==> src/rtl/mdu_divider_pkg.sv <==
// Shared types and constants for the EX-stage iterative divider.
package mdu_divider_pkg;

  // One restoring iteration per quotient bit of a 32-bit operand.
  localparam int unsigned DIV_ITERS = 32;

  typedef enum logic [1:0] {
    DIV_IDLE = 2'd0,
    DIV_BUSY = 2'd1,
    DIV_DONE = 2'd2
  } div_state_e;

endpackage

==> src/rtl/mdu_divider_div_step.sv <==
// One radix-2 restoring iteration: shift {rem,quo} left, trial-subtract divisor.
module mdu_divider_div_step #(
  parameter int unsigned WIDTH = 32
) (
  input  logic [WIDTH-1:0] rem,
  input  logic [WIDTH-1:0] quo,
  input  logic [WIDTH-1:0] divisor,
  output logic [WIDTH-1:0] rem_next,
  output logic [WIDTH-1:0] quo_next
);

  logic [WIDTH:0]   shifted;
  logic             no_borrow;
  logic [WIDTH-1:0] diff;

  // The shifted remainder needs one extra bit; a successful difference always fits WIDTH bits.
  always_comb begin
    shifted   = {rem, quo[WIDTH-1]};
    no_borrow = (shifted >= {1'b0, divisor});
    diff      = shifted[WIDTH-1:0] - divisor;
    rem_next  = shifted[WIDTH-1:0];
    quo_next  = {quo[WIDTH-2:0], 1'b0};
    if (no_borrow) begin
      rem_next = diff;
      quo_next = {quo[WIDTH-2:0], 1'b1};
    end
  end

endmodule

==> src/rtl/mdu_divider.sv <==
// EX-stage 32-iteration restoring divider answering the hazard unit's div_start/div_ready handshake.
module mdu_divider
  import mdu_divider_pkg::*;
#(
  parameter int unsigned WIDTH = DIV_ITERS
) (
  input  logic               clk,
  input  logic               resetn,
  input  logic               div_start,
  input  logic               div_signed,
  input  logic [WIDTH-1:0]   opdata1,
  input  logic [WIDTH-1:0]   opdata2,
  input  logic               annul,
  input  logic               hold,
  output logic               div_ready,
  output logic [2*WIDTH-1:0] div_result
);

  localparam int unsigned CNT_W = $clog2(WIDTH);
  localparam logic [CNT_W-1:0] CNT_LAST = CNT_W'(WIDTH - 1);

  div_state_e       state, state_nxt;
  logic [CNT_W-1:0] cnt;
  logic [WIDTH-1:0] rem_q, quo_q, dvs_q;
  logic [WIDTH-1:0] rem_nxt, quo_nxt;
  logic [WIDTH-1:0] op1_abs, op2_abs;
  logic [WIDTH-1:0] res_rem, res_quo;
  logic             signed_q, q_neg_q, r_neg_q;
  logic             accept, step, finish;

  mdu_divider_div_step #(.WIDTH(WIDTH)) u_step (
    .rem      (rem_q),
    .quo      (quo_q),
    .divisor  (dvs_q),
    .rem_next (rem_nxt),
    .quo_next (quo_nxt)
  );

  // Operand magnitudes; 0x80000000 negates to itself and is read as unsigned 2^31.
  always_comb begin
    op1_abs = (div_signed && opdata1[WIDTH-1]) ? (~opdata1 + WIDTH'(1)) : opdata1;
    op2_abs = (div_signed && opdata2[WIDTH-1]) ? (~opdata2 + WIDTH'(1)) : opdata2;
  end

  // Sign correction of the final iteration's magnitudes; remainder follows the dividend.
  always_comb begin
    res_quo = (signed_q && q_neg_q) ? (~quo_nxt + WIDTH'(1)) : quo_nxt;
    res_rem = (signed_q && r_neg_q) ? (~rem_nxt + WIDTH'(1)) : rem_nxt;
  end

  // Next-state and datapath strobes; annul overrides every transition.
  always_comb begin
    state_nxt = state;
    accept    = 1'b0;
    step      = 1'b0;
    finish    = 1'b0;
    case (state)
      DIV_IDLE: begin
        if (div_start) begin
          accept    = 1'b1;
          state_nxt = DIV_BUSY;
        end
      end
      DIV_BUSY: begin
        step = 1'b1;
        if (cnt == CNT_LAST) begin
          finish    = 1'b1;
          state_nxt = DIV_DONE;
        end
      end
      DIV_DONE: begin
        if (!hold) state_nxt = DIV_IDLE;
      end
      default: state_nxt = DIV_IDLE;
    endcase
    if (annul) begin
      state_nxt = DIV_IDLE;
      accept    = 1'b0;
      step      = 1'b0;
      finish    = 1'b0;
    end
  end

  // State register.
  always_ff @(posedge clk or negedge resetn) begin
    if (!resetn) state <= DIV_IDLE;
    else         state <= state_nxt;
  end

  // Operand capture on accept, then one shift/subtract per BUSY cycle.
  always_ff @(posedge clk or negedge resetn) begin
    if (!resetn) begin
      signed_q <= 1'b0;
      q_neg_q  <= 1'b0;
      r_neg_q  <= 1'b0;
      rem_q    <= '0;
      quo_q    <= '0;
      dvs_q    <= '0;
      cnt      <= '0;
    end else if (accept) begin
      signed_q <= div_signed;
      q_neg_q  <= opdata1[WIDTH-1] ^ opdata2[WIDTH-1];
      r_neg_q  <= opdata1[WIDTH-1];
      rem_q    <= '0;
      quo_q    <= op1_abs;
      dvs_q    <= op2_abs;
      cnt      <= '0;
    end else if (step) begin
      rem_q <= rem_nxt;
      quo_q <= quo_nxt;
      cnt   <= cnt + CNT_W'(1);
    end
  end

  // Registered handshake and result; the result holds until the next completion or reset.
  always_ff @(posedge clk or negedge resetn) begin
    if (!resetn) begin
      div_ready  <= 1'b0;
      div_result <= '0;
    end else begin
      div_ready <= (state_nxt == DIV_DONE);
      if (finish) div_result <= {res_rem, res_quo};
    end
  end

endmodule

==> config.mk <==
export PLATFORM = sky130hd
export DESIGN_NAME = mdu_divider
export DESIGN_NICKNAME = d
export VERILOG_FILES = /design/src/rtl/mdu_divider_pkg.sv /design/src/rtl/mdu_divider_div_step.sv /design/src/rtl/mdu_divider.sv
export SDC_FILE = /design/constraint.sdc
export NUM_CORES = 1
export LEC_CHECK = 0
export CORE_ASPECT_RATIO = 1.2
export CORE_MARGIN = 1
export CORE_UTILIZATION = 52
export CTS_CLUSTER_SIZE = 16
export DETAILED_ROUTE_END_ITERATION = 7
export GPL_TIMING_DRIVEN = 0
export PLACE_DENSITY = 0.78
export SLEW_MARGIN = 20
export SYNTH_ARGS = -nofsm -noshare
export SYNTH_HDL_FRONTEND = slang
export SYNTH_HIERARCHICAL = 1
export SYNTH_SLANG_ARGS = --single-unit
export TNS_END_PERCENT = 30
==> constraint.sdc <==
create_clock -name clk -period 4.4 [get_ports clk]
set_input_delay 0.88 -clock clk [delete_from_list [all_inputs] [get_ports clk]]
set_output_delay 0.88 -clock clk [all_outputs]
set_load 0.02 [all_outputs]
==> summary.md, run 1 <==
| Metric | Value |
|---|---|
| Status | complete, but fails checks |
| Failing checks | setup timing |
| Drt via density | 5.96 |
| Final WS setup | -0.00439 ns |
| Post-CTS Hold Buffers | 0 |
| Total track usage | 0.311 |
| Number of synthesized flops with an enable pin | 0 |
| Row cnt | 60 |
| Cell area power density | 734 nW/um^2 |
| Top FF cell, synth | dfrtp_1 |
| Placed cell count | 1,884 |
| CTS Sinks | 171 |
| Fillers | 1,910 |
| Die extent in x | 141 um |
| Routed Antenna Nets | 0 |
| Fin crit period | 4.40 ns |
| Min-Delay Path Class | in2async |
| Nets | 1,759 |
| VDD IR-drop max | 0.000597 V |
| Ys Warns | 6 |
| Starting Density | 0.533 |
| Gp weighted congestion | 0.934 |
| Post-synthesis sequential area ratio | 0.356 |
| Finished Layout Cells | 1,942 |
| DRT Pass-1 Iters | 6 |
| # IOs | 135 |
| Max_cap viols | 0 |
| Worst r2r dst | div_result[60] |
| Flops & latches, synth | between 150 and 200 |
| Drt initial violations | roughly 890 |
| Vias in the first global route | 11,000 |
| WL final | 37,400 um |
| Async set or reset register ratio after synthesis | 1.00 |
| Syn Nets | between 1,500 and 2,000 |
| Synth Cell Area | 12,000 sq um |
| Largest net degree at the start of global routing | 94 |
| Final Skew | between 0.01 and 0.015 ns |
| Area grow syn2layout | 23.9% |
| Die area | 23,700 sq um |
| Initial antenna violation count | 2 |
| Die height | between 150 and 200 um |
| Final number of hold-violating endpoints | 0 |
| DRC viols | 0 |
| Setup CP Type | reg2reg |
| Syn_area_per_cell | 8.17 sq um |
| Clock transition at path regs | 0.07 ns |
| Clock Tree Buf Depth | 2 |
| GRT overflow | 0 |
| Ant diodes | 0 |
| Final Cycle Share | 1.00 |
| Max Clock Freq | 0.227 GHz |
| DP HPWL | 27,900 um |
| RSZ-0062 raised after global routing | true |
| Root Driver | clkbuf_16 |
| Setup crit end kind | flop |
| Syn Inst Count | around 1,500 |
| Critical Path Fanout Max | 7 |
| Worst Path Required | 4.73 ns |
| Slew @ Worst Pin | about 0.94 ns |
| Port Buf Inserts | 134 |
| CP arrival | 4.73 ns |
| Critical path launch point type | flop |
| R2R depth | 18 |
| Clk Latency, worst-skew pair | 0.44 ns |
| First-pass GRT wire length | 57,400 um |
| Pre-CTS WS | -0.914 ns |
| # H-tree levels | 4 |
| TritonCTS clock tree | yes |
| Distinct cell type count after synthesis | 71 |
| Final Setup Violations | 1 |
| Relative slew slack | 0.363 |
| Core area | between 20,000 and 25,000 sq um |
| Power, Total | 10.9 mW |
| Routed len/inst | 19.2 um |
| Num CTS Buffers | 17 |
| Reg2reg start | dvs_q[11] |
| DR vias | 11,600 |
| Lkg Pwr | 6.30 nW |
| Layout cell share with drive strength beyond 1 | 0.120 |
| Final Slew Violations | 0 |
| Flop2flop setup slack | -0.004 ns |
-- layout by cell type, fill, tap and decap left out, types with 10 or more instances in the layout --
| cell | Yosys | routed |
|---|---|---|
| o21ai_0 | 115 | 110 |
| nand3_1 | 15 | 14 |
| mux2_4 | 9 | 14 |
| or3_1 | 19 | 17 |
| and3_1 | 24 | 24 |
| nor3_1 | 42 | 36 |
| a31oi_1 | 44 | 44 |
| clkbuf_16 | 0 | 19 |
| nor2_1 | 100 | 100 |
| xor2_1 | 40 | 40 |
| ha_1 | 38 | 29 |
| a21o_1 | 10 | 10 |
| clkbuf_1 | 66 | 61 |
| nand4_1 | 17 | 17 |
| dfrtp_1 | 171 | 168 |
| a21oi_1 | 102 | 101 |
| nand2_1 | 264 | 264 |
| mux2_2 | 20 | 15 |
| inv_1 | 64 | 61 |
| or4_1 | 16 | 11 |
| o31ai_1 | 15 | 14 |
| xnor2_1 | 96 | 96 |
| clkdlybuf4s50_1 | 0 | 133 |
| buf_4 | 32 | 62 |
-- stage by stage --
step,cell area (sq um),hold WS (ns),utilization,setup TNS [ns]
4_1_cts,14500,0.484,0.643,0
3_5_place_dp,13700,0.469,0.610,-18.58
2_1_floorplan,12000,0.450,-,0
3_3_place_gp,13700,0.462,0.608,-795.53
6_report,14900,0.459,0.661,-0.00439
5_1_grt,14900,0.496,0.661,-1.92
-- timing repair --
| item | 4_1_cts | 5_1_grt |
|---|---|---|
| pin swaps | 12 | 24 |
| setup buffers | 9 | 21 |
| cloned | 0 | 2 |
| endpoints found under the setup margin | 42 | 39 |
| resized for setup | 26 | 45 |
-- layer usage --
layer / vias up / GRT usage / share of wire
met2: 447 / 0.538 / 0.51
met3: 110 / 0.0421 / 0.047
li1: 5463 / - / -
met1: 5559 / 0.361 / 0.38
met5: - / 0 / 0
met4: 0 / 0.202 / 0.063
-- final cells by class --
cell class	instances	area [sq um]	share of cell area
flip-flops and latches	171	4280	0.288
repair buffers	167	1650	0.111
well taps	279	349	0.0235
clock buffers	17	425	0.0286
inverters	65	249	0.0167
clock inverters	15	133	0.00891
multi-input cells	1122	7210	0.484
plain buffers	106	583	0.0392
-- worst max-delay path, stage by stage (launching register included) --
cell	delay (ns)
dfrtp_1	0.40
inv_1	0.11
ha_4	0.23
a21oi_2	0.24
a21oi_1	0.11
a31o_2	0.25
nor4b_4	0.36
o21ai_2	0.13
a31oi_4	0.20
o21a_4	0.19
inv_6	0.05
buf_12	0.13
mux2_4	0.33
or4_4	0.56
nor4_4	0.34
buf_4	0.18
nand4_1	0.08
nor3b_1	0.16
o31a_1	0.25
-- power by group --
group | internal, mW | switching (mW) | total, mW
clock | 0.743 | 0.711 | 1.45
sequential | 1.84 | 0.221 | 2.06
combinational | 3.30 | 4.11 | 7.41
total | 5.88 | 5.04 | 10.9
-- sequential cells by signal, indices dropped and copies added, names as in the netlist --
name / cells
dvs_q: 32
quo_q: 32
state: 2
cnt: 5
div_result: 64
div_ready: 1
rem_q: 32
signed_q: 1
q_neg_q: 1
r_neg_q: 1
-- how the worst max path moves through the flow --
stage | cells past startpoint | endpoint | slack (ns) | startpoint
3_3_place_gp | 1 | quo_q[28] | -4.57 | resetn
6_report | 18 | div_result[60] | -0.004 | dvs_q[11]
3_5_place_dp | 18 | div_result[63] | -0.91 | rem_q[9]
4_1_cts | 17 | div_result[63] | 0.004 | rem_q[8]
2_1_floorplan | 18 | div_result[58] | 0.04 | rem_q[9]
5_1_grt | 17 | div_result[61] | -0.18 | dvs_q[16]
-- synth_stat cells (7+ instances only) --
| master | number | share of area |
|---|---|---|
| xor2_1 | 40 | 0.029 |
| ha_1 | 38 | 0.040 |
| a21oi_1 | 102 | 0.043 |
| nor3_1 | 42 | 0.018 |
| dfrtp_1 | 171 | 0.36 |
| inv_1 | 64 | 0.020 |
| xnor2_1 | 96 | 0.070 |
| mux2_4 | 9 | 0.011 |
| and3_1 | 24 | 0.013 |
| o21ai_0 | 115 | 0.048 |
| mux2i_1 | 7 | 0.0058 |
| nor2b_1 | 7 | 0.0036 |
| buf_4 | 32 | 0.020 |
| a21o_1 | 10 | 0.0063 |
| nand4_1 | 17 | 0.0089 |
| nand2_1 | 264 | 0.083 |
| nor4_1 | 9 | 0.0047 |
| clkbuf_1 | 66 | 0.021 |
| mux2_2 | 20 | 0.019 |
| a41oi_1 | 10 | 0.0073 |
| buf_1 | 7 | 0.0022 |
| or3_1 | 19 | 0.0099 |
| or4_1 | 16 | 0.010 |
| o31ai_1 | 15 | 0.0094 |
| a31oi_1 | 44 | 0.023 |
| nand3_1 | 15 | 0.0063 |
| o41ai_1 | 8 | 0.0058 |
| nor2_1 | 100 | 0.031 |
-- cells by family after synthesis --
group	share of synthesized area
AOI/OAI and AO/OA	0.181
xor gates and xnor gates	0.0992
adders and majority gates	0.0413
buffers and inverters	0.0683
DFF	0.356
muxes	0.0358
and+or+nand+nor	0.218
Note: power is estimated with default switching activity, not from simulation.
==> run 2, diff against run 1 <==
--- a/config.mk
+++ b/config.mk
@@ -7,11 +7,11 @@
 export LEC_CHECK = 0
 export CORE_ASPECT_RATIO = 1.2
 export CORE_MARGIN = 1
-export CORE_UTILIZATION = 52
+export CORE_UTILIZATION = 62
 export CTS_CLUSTER_SIZE = 16
 export DETAILED_ROUTE_END_ITERATION = 7
 export GPL_TIMING_DRIVEN = 0
-export PLACE_DENSITY = 0.78
+export PLACE_DENSITY = 0.87
 export SLEW_MARGIN = 20
 export SYNTH_ARGS = -nofsm -noshare
 export SYNTH_HDL_FRONTEND = slang
==> constraint.sdc (replaced) <==
create_clock -name clk -period 5.35 [get_ports clk]
set_input_delay 1.07 -clock clk [delete_from_list [all_inputs] [get_ports clk]]
set_output_delay 1.07 -clock clk [all_outputs]
set_load 0.02 [all_outputs]
==> run 2 against run 1 <==
Compared with the run above:
- the flow now finishes without violations
- maximum frequency fell by 14%
- sequential share of layout area rose by 0.98 points
- non-clock buffer count fell by 24
- critical endpoint is now div_result[59]
==> summary.md, run 2 (synthesized netlist as in run 1, its figures left out) <==
| Metric | Value |
|---|---|
| Row cnt | 55 (was 60) |
| TritonCTS clock tree | yes (unchanged) |
| Setup crit end kind | flop (unchanged) |
| Clk Latency, worst-skew pair | 0.45 ns (was 0.44 ns) |
| DRT Pass-1 Iters | 6 (unchanged) |
| Status | finished clean (was complete, but fails checks) |
| Drt via density | 6.21 (was 5.96) |
| Crit path launch | rem_q[9] (was dvs_q[11]) |
| Fin crit period | 5.11 ns (was 4.40 ns) |
| Most common cell after layout, fill and taps aside | nand2_1 (unchanged) |
| # IOs | 135 (unchanged) |
| Max_cap viols | 0 (unchanged) |
| Die area | 19,900 sq um (was 23,700 sq um) |
| # H-tree levels | 4 (unchanged) |
| Layout cell share with drive strength beyond 1 | 0.0824 (was 0.120) |
| Post_cts resized | 0 (was 26) |
| Relative slew slack | 0.305 (was 0.363) |
| Setup bufs post-CTS | 0 (was 9) |
| DRC viols | 0 (unchanged) |
| Final number of hold-violating endpoints | 0 (unchanged) |
| Slew @ Worst Pin | 1.03 ns (was 0.943 ns) |
| Port Buf Inserts | 134 (unchanged) |
| Routed Antenna Nets | 0 (unchanged) |
| CTS Sinks | 171 (unchanged) |
| Core area | 18,900 sq um (was 22,500 sq um) |
| Final Skew | 0.0130 ns (was 0.0106 ns) |
| Max incr delay on CP | 0.60 ns (was 0.56 ns) |
| Clock Tree Buf Depth | 2 (unchanged) |
| Die height | 154 um (was 168 um) |
| Lkg Pwr | 6.18 nW (was 6.30 nW) |
| Fillers | 1,381 (was 1,910) |
| Max Clock Freq | 0.196 GHz (was 0.227 GHz) |
| Setup CP Type | reg2reg (unchanged) |
| Root Driver | clkbuf_16 (unchanged) |
| Critical Path Fanout Max | 10 (was 7) |
| GRT overflow | 0 (unchanged) |
| CP dominant cell by count | buf_2 |
| Worst Path Required | 5.67 ns (was 4.73 ns) |
| VDD IR-drop max | 0.000488 V (was 0.000597 V) |
| Final Slew Violations | 0 (unchanged) |
| Setup tns final | 0 ns (was -0.00439 ns) |
| Register area | 4280 sq um (about the same) |
| Pre-CTS WS | 0.152 ns (was -0.914 ns) |
| Num CTS Buffers | 17 (unchanged) |
| Nets | 1,735 (was 1,759) |
| Die extent in x | 129 um (was 141 um) |
| Min-Delay Path Class | reg2reg (was in2async) |
| Largest register by flop count | div_result (unchanged) |
| Gp weighted congestion | 1.01 (was 0.934) |
| Final Setup Violations | 0 (was 1) |
| First-pass GRT wire length | 57,500 um (was 57,400 um) |
| Bufs and invs on worst path | 4 (unchanged) |
| CP arrival | 5.42 ns (was 4.73 ns) |
| Reg2reg start | rem_q[9] (was dvs_q[11]) |
| Worst path cell trace | ha_1, clkbuf_1, nand4_1, nor3_2, o211ai_1, nor4b_4, o21ai_2, a31oi_4, o21a_4, inv_2, buf_2, mux2_2, or4_1, nor4_2, buf_2, a41oi_1, xnor2_1, o21ai_0 (was inv_1, ha_4, a21oi_2, a21oi_1, a31o_2, nor4b_4, o21ai_2, a31oi_4, o21a_4, inv_6, buf_12, mux2_4, or4_4, nor4_4, buf_4, nand4_1, nor3b_1, o31a_1) |
| Post-CTS Hold Buffers | 0 (unchanged) |
| Slowest cell on crit path | or4_1 (was or4_4) |
| DP HPWL | 27,300 um (was 27,900 um) |
| DR vias | 11,800 (was 11,600) |
| Vias in the first global route | 11,400 (was 11,000) |
| Routed len/inst | 19.2 um (about the same) |
| Critical path launch point type | flop (unchanged) |
| Largest net degree at the start of global routing | 66 (was 94) |
| Initial antenna violation count | 0 (was 2) |
| WL final | 36,500 um (was 37,400 um) |
| Ant diodes | 0 (unchanged) |
| Hold path start | div_result[46] |
| Clock transition at path regs | 0.07 ns (about the same) |
| Drt initial violations | 1,106 (was 894) |
| Starting Density | 0.635 (was 0.533) |
| Most frequent cells in the layout | 264 x nand2_1, 171 x dfrtp_1, 133 x clkdlybuf4s50_1 (was 264 x nand2_1, 168 x dfrtp_1, 133 x clkdlybuf4s50_1) |
| RSZ-0062 raised after global routing | false (was true) |
| Area grow syn2layout | 19.7% (was 23.9%) |
| Area occupied by multi-input gates | 6930 sq um (was 7210 sq um) |
| Final Cycle Share | 0.954 (was 1.00) |
| Crit path max-delay family | simple AND/OR/NAND/NOR gates (unchanged) |
| Cell area power density | 557 nW/um^2 (was 734 nW/um^2) |
| Max reg flops | 64 (unchanged) |
| Final WS setup | 0.245 ns (was -0.00439 ns) |
| Total track usage | 0.374 (was 0.311) |
[run 2: cell type report]
class,instances,area share
plain buffers,112,0.0401
clock buffers,17,0.0296
clock inverters,15,0.0137
inverters,65,0.0170
multi-input cells,1122,0.482
flip-flops and latches,171,0.298
well taps,256,0.0223
repair buffers,137,0.0980
[run 2: where the power goes]
| group | leakage (nW) | internal [mW] | switching (mW) | total, mW |
|---|---|---|---|---|
| clock | 0.302 | 0.714 | 0.594 | 1.31 |
| sequential | 2.24 | 1.51 | 0.175 | 1.68 |
| combinational | 3.63 | 1.95 | 3.07 | 5.02 |
[run 2: per-stage QoR]
stage / hold WS, ns / area (sq um) / util / power, mW / instances
floorplan: 0.450 / 12000 / - / 5.25 / 1470
global placement: 0.461 / 13700 / 0.722 / 6.26 / 1860
detailed placement: 0.469 / 13700 / 0.726 / 6.39 / 1862
CTS: 0.484 / 14400 / 0.759 / 7.79 / 1894
global route: 0.501 / 14400 / 0.760 / 8.42 / 1895
finish: 0.479 / 14400 / 0.760 / 8.01 / 1895
[run 2: path summary, 6_finish.rpt]
kind | end | slack (ns) | depth (start not counted)
max in group asynchronous | q_neg_q | 4.16 | 2
hold / removal | div_result[46] | 0.48 | 2
setup / recovery | div_result[59] | 0.24 | 18
min in group asynchronous | div_result[52] | 0.51 | 1
setup reg to reg | div_result[59] | 0.24 | 18
hold reg to reg | div_result[46] | 0.48 | 2
[run 2: worst register-to-register path, delay by kind of cell, from the launching register on]
family                     cells  cell delay (ns)
AOI/OAI and AO/OA              6             0.99
xor gates and xnor gates       1             0.19
adders and majority gates      1             0.28
buffers and inverters          4             0.91
DFF                            1             0.41
muxes                          1             0.47
and+or+nand+nor                5             1.74
[run 2: metal layers]
metal | up-vias | part of all wire | global-route usage
met1 | 5547 | 0.36 | 0.421
met3 | 196 | 0.064 | 0.0630
met4 | 0 | 0.084 | 0.286
li1 | 5407 | - | -
met2 | 616 | 0.49 | 0.631
met5 | - | 0 | 0
==> run 3, diff against run 2 <==
--- a/config.mk
+++ b/config.mk
@@ -7,11 +7,12 @@
 export LEC_CHECK = 0
 export CORE_ASPECT_RATIO = 1.2
 export CORE_MARGIN = 1
-export CORE_UTILIZATION = 62
+export CORE_UTILIZATION = 64
+export CTS_BUF_LIST = sky130_fd_sc_hd__clkbuf_2
 export CTS_CLUSTER_SIZE = 16
 export DETAILED_ROUTE_END_ITERATION = 7
 export GPL_TIMING_DRIVEN = 0
-export PLACE_DENSITY = 0.87
+export PLACE_DENSITY = 0.89
 export SLEW_MARGIN = 20
 export SYNTH_ARGS = -nofsm -noshare
 export SYNTH_HDL_FRONTEND = slang
==> run 3 against run 2 <==
Compared with the run above:
- total power down 10%
- sequential power about the same
- non-clock buffer count is 3 lower
- design area decreased by 3.0%
- register-to-register slack better by 0.07 ns
==> summary.md, run 3 (synthesized netlist as in run 1, its figures left out) <==
| Metric | Value |
|---|---|
| Status | finished clean (unchanged) |
| Setup bufs post-CTS | 0 (unchanged) |
| Most common cell after layout, fill and taps aside | nand2_1 (unchanged) |
| Drt via density | 6.06 (was 6.21) |
| Worst Path Required | 6.09 ns (was 5.67 ns) |
| Max incr delay on CP | 0.58 ns (was 0.60 ns) |
| Cell area power density | 517 nW/um^2 (was 557 nW/um^2) |
| DP HPWL | 26,700 um (was 27,300 um) |
| Final number of hold-violating endpoints | 0 (unchanged) |
| Num CTS Buffers | 17 (unchanged) |
| Final Slew Violations | 0 (unchanged) |
| Layout cell share with drive strength beyond 1 | 0.0801 (was 0.0824) |
| Row cnt | 54 (was 55) |
| Switching power | 3.57 mW (was 3.84 mW) |
| RSZ-0062 raised after global routing | false (unchanged) |
| VDD IR-drop max | 0.000606 V (was 0.000488 V) |
| Critical path launch point type | flop (unchanged) |
| DP Area | 13,700 sq um (about the same) |
| Area grow syn2layout | 16.2% (was 19.7%) |
| Reg2reg start | rem_q[9] (unchanged) |
| Sw Share | 0.496 (was 0.479) |
| Largest register by flop count | div_result (unchanged) |
| Setup crit end kind | flop (unchanged) |
| Pint | 3.64 mW (was 4.17 mW) |
| Clock Tree Buf Depth | 2 (unchanged) |
| Most frequent cells in the layout | 264 x nand2_1, 171 x dfrtp_1, 133 x clkdlybuf4s50_1 (unchanged) |
| Crit. path cell count | 17 (was 18) |
| Max reg flops | 64 (unchanged) |
| Nets | 1,732 (was 1,735) |
| Gp weighted congestion | 1.02 (was 1.01) |
| Flop2flop setup slack | 0.31 ns (was 0.24 ns) |
| Die extent in x | 127 um (was 129 um) |
| TritonCTS clock tree | yes (unchanged) |
| CTS Sinks | 171 (unchanged) |
| CP arrival | 5.78 ns (was 5.42 ns) |
| CP dominant cell by count | buf_2 (unchanged) |
| Max_cap viols | 0 (unchanged) |
| Placed cell count | 1,857 (was 1,862) |
| DRT Pass-1 Iters | 5 (was 6) |
| Worst r2r dst | div_result[63] (was div_result[59]) |
| # IOs | 135 (unchanged) |
| Port Buf Inserts | 134 (unchanged) |
| Post-CTS Hold Buffers | 0 (unchanged) |
| Clock transition at path regs | 0.29 ns (was 0.07 ns) |
| Worst path cell trace | ha_1, nand4_1, nor3_2, o211ai_1, nor4b_4, o21ai_2, a31oi_4, o21a_4, inv_2, buf_2, mux2_2, or4_1, nor4_2, buf_2, a41oi_1, xnor2_1, o21ai_0 (was ha_1, clkbuf_1, nand4_1, nor3_2, o211ai_1, nor4b_4, o21ai_2, a31oi_4, o21a_4, inv_2, buf_2, mux2_2, or4_1, nor4_2, buf_2, a41oi_1, xnor2_1, o21ai_0) |
| Total track usage | 0.360 (was 0.374) |
| DR vias | 11,400 (was 11,800) |
| Critical Path Fanout Max | 10 (unchanged) |
| Clk network pwr share | 0.098 (was 0.163) |
| R2R depth | 17 (was 18) |
| # H-tree levels | 4 (unchanged) |
| Clk Latency, worst-skew pair | 0.80 ns (was 0.45 ns) |
| Routed len/inst | 18.0 um (was 19.2 um) |
| Finished Layout Cells | 1,889 (was 1,895) |
| DRC viols | 0 (unchanged) |
| Slowest cell on crit path | or4_1 (unchanged) |
| Largest net degree at the start of global routing | 101 (was 66) |
| WL final | 34,100 um (was 36,500 um) |
| GRT overflow | 0 (unchanged) |
| Final Cycle Share | 0.942 (was 0.954) |
| Die height | 152 um (was 154 um) |
| Relative slew slack | 0.246 (was 0.305) |
| Seq pwr share | 0.231 (was 0.210) |
| Fin crit period | 5.04 ns (was 5.11 ns) |
| Crit path max-delay family | simple AND/OR/NAND/NOR gates (unchanged) |
| Routed Antenna Nets | 0 (unchanged) |
| Lkg Pwr | 5.99 nW (was 6.18 nW) |
| Vias in the first global route | 11,100 (was 11,400) |
| First-pass GRT wire length | 54,700 um (was 57,500 um) |
| Min-Delay Path Class | in2async (was reg2reg) |
| Setup CP Type | reg2reg (unchanged) |
| Slew @ Worst Pin | 1.12 ns (was 1.03 ns) |
| Starting Density | 0.656 (was 0.635) |
| Final instance area | 14,000 sq um (was 14,400 sq um) |
| Final Skew | 0.0535 ns (was 0.0130 ns) |
| Root Driver | clkbuf_2 (was clkbuf_16) |
| Final Setup Violations | 0 (unchanged) |
| Core area | 18,300 sq um (was 18,900 sq um) |
| Logic pwr share | 0.670 (was 0.627) |
| Initial antenna violation count | 1 (was 0) |
| Max Clock Freq | 0.198 GHz (was 0.196 GHz) |
| Bufs and invs on worst path | 3 (was 4) |
| Die area | 19,300 sq um (was 19,900 sq um) |
| Drt initial violations | 914 (was 1,106) |
| Power, Total | 7.21 mW (was 8.01 mW) |
run 3: through the flow:
step                hold slack [ns]  setup TNS [ns]  worst slack (ns)   util
finish                        0.158               0             0.311  0.762
global route                  0.165               0             0.104  0.762
CTS                           0.156               0            0.0843  0.762
detailed placement            0.469               0            0.0345  0.748
global placement              0.462         -619.10             -3.64  0.746
floorplan                     0.450               0             0.993      -
run 3: power groups by stage:
stage	combinational [mW]	sequential (mW)	clock [mW]
finish	4.83	1.67	0.709
global route	5.24	1.69	0.759
CTS	4.73	1.66	0.712
detailed placement	4.67	1.69	0
global placement	4.57	1.68	0
floorplan	3.61	1.64	0
run 3: how the worst max path moves through the flow:
stage                           endpoint      start
after global routing      div_result[49]  rem_q[10]
after floorplan           div_result[58]   rem_q[9]
after global placement         quo_q[28]     resetn
after detailed placement  div_result[63]   rem_q[9]
final                     div_result[63]   rem_q[9]
after CTS                 div_result[63]   rem_q[9]
run 3: layout make-up:
| type | instances | area (sq um) |
|---|---|---|
| clock buffers | 17 | 85.1 |
| multi-input cells | 1122 | 6920 |
| diodes | 1 | 2.50 |
| fillers | 1379 | 4360 |
| plain buffers | 111 | 573 |
| inverters | 65 | 244 |
| flip-flops and latches | 171 | 4280 |
| clock inverters | 15 | 156 |
| repair buffers | 135 | 1370 |
| well taps | 252 | 315 |
run 3: worst reg2reg max path, stage by stage, from the launching register on:
cell	delay, ns
dfrtp_1	0.47
ha_1	0.45
nand4_1	0.24
nor3_2	0.29
o211ai_1	0.16
nor4b_4	0.17
o21ai_2	0.20
a31oi_4	0.14
o21a_4	0.28
inv_2	0.08
buf_2	0.26
mux2_2	0.46
or4_1	0.59
nor4_2	0.45
buf_2	0.29
a41oi_1	0.15
xnor2_1	0.16
o21ai_0	0.16
run 3: metal layers:
layer,share of wire,track usage
met5,0,0
met4,0.085,0.277
met1,0.38,0.417
met2,0.48,0.600
met3,0.050,0.0507
run 3: timing repair:
item / in CTS / in global routing
resized for setup: 1 / 1
setup endpoints to repair: 4 / 18
endpoints found under the hold margin: 0 / 0
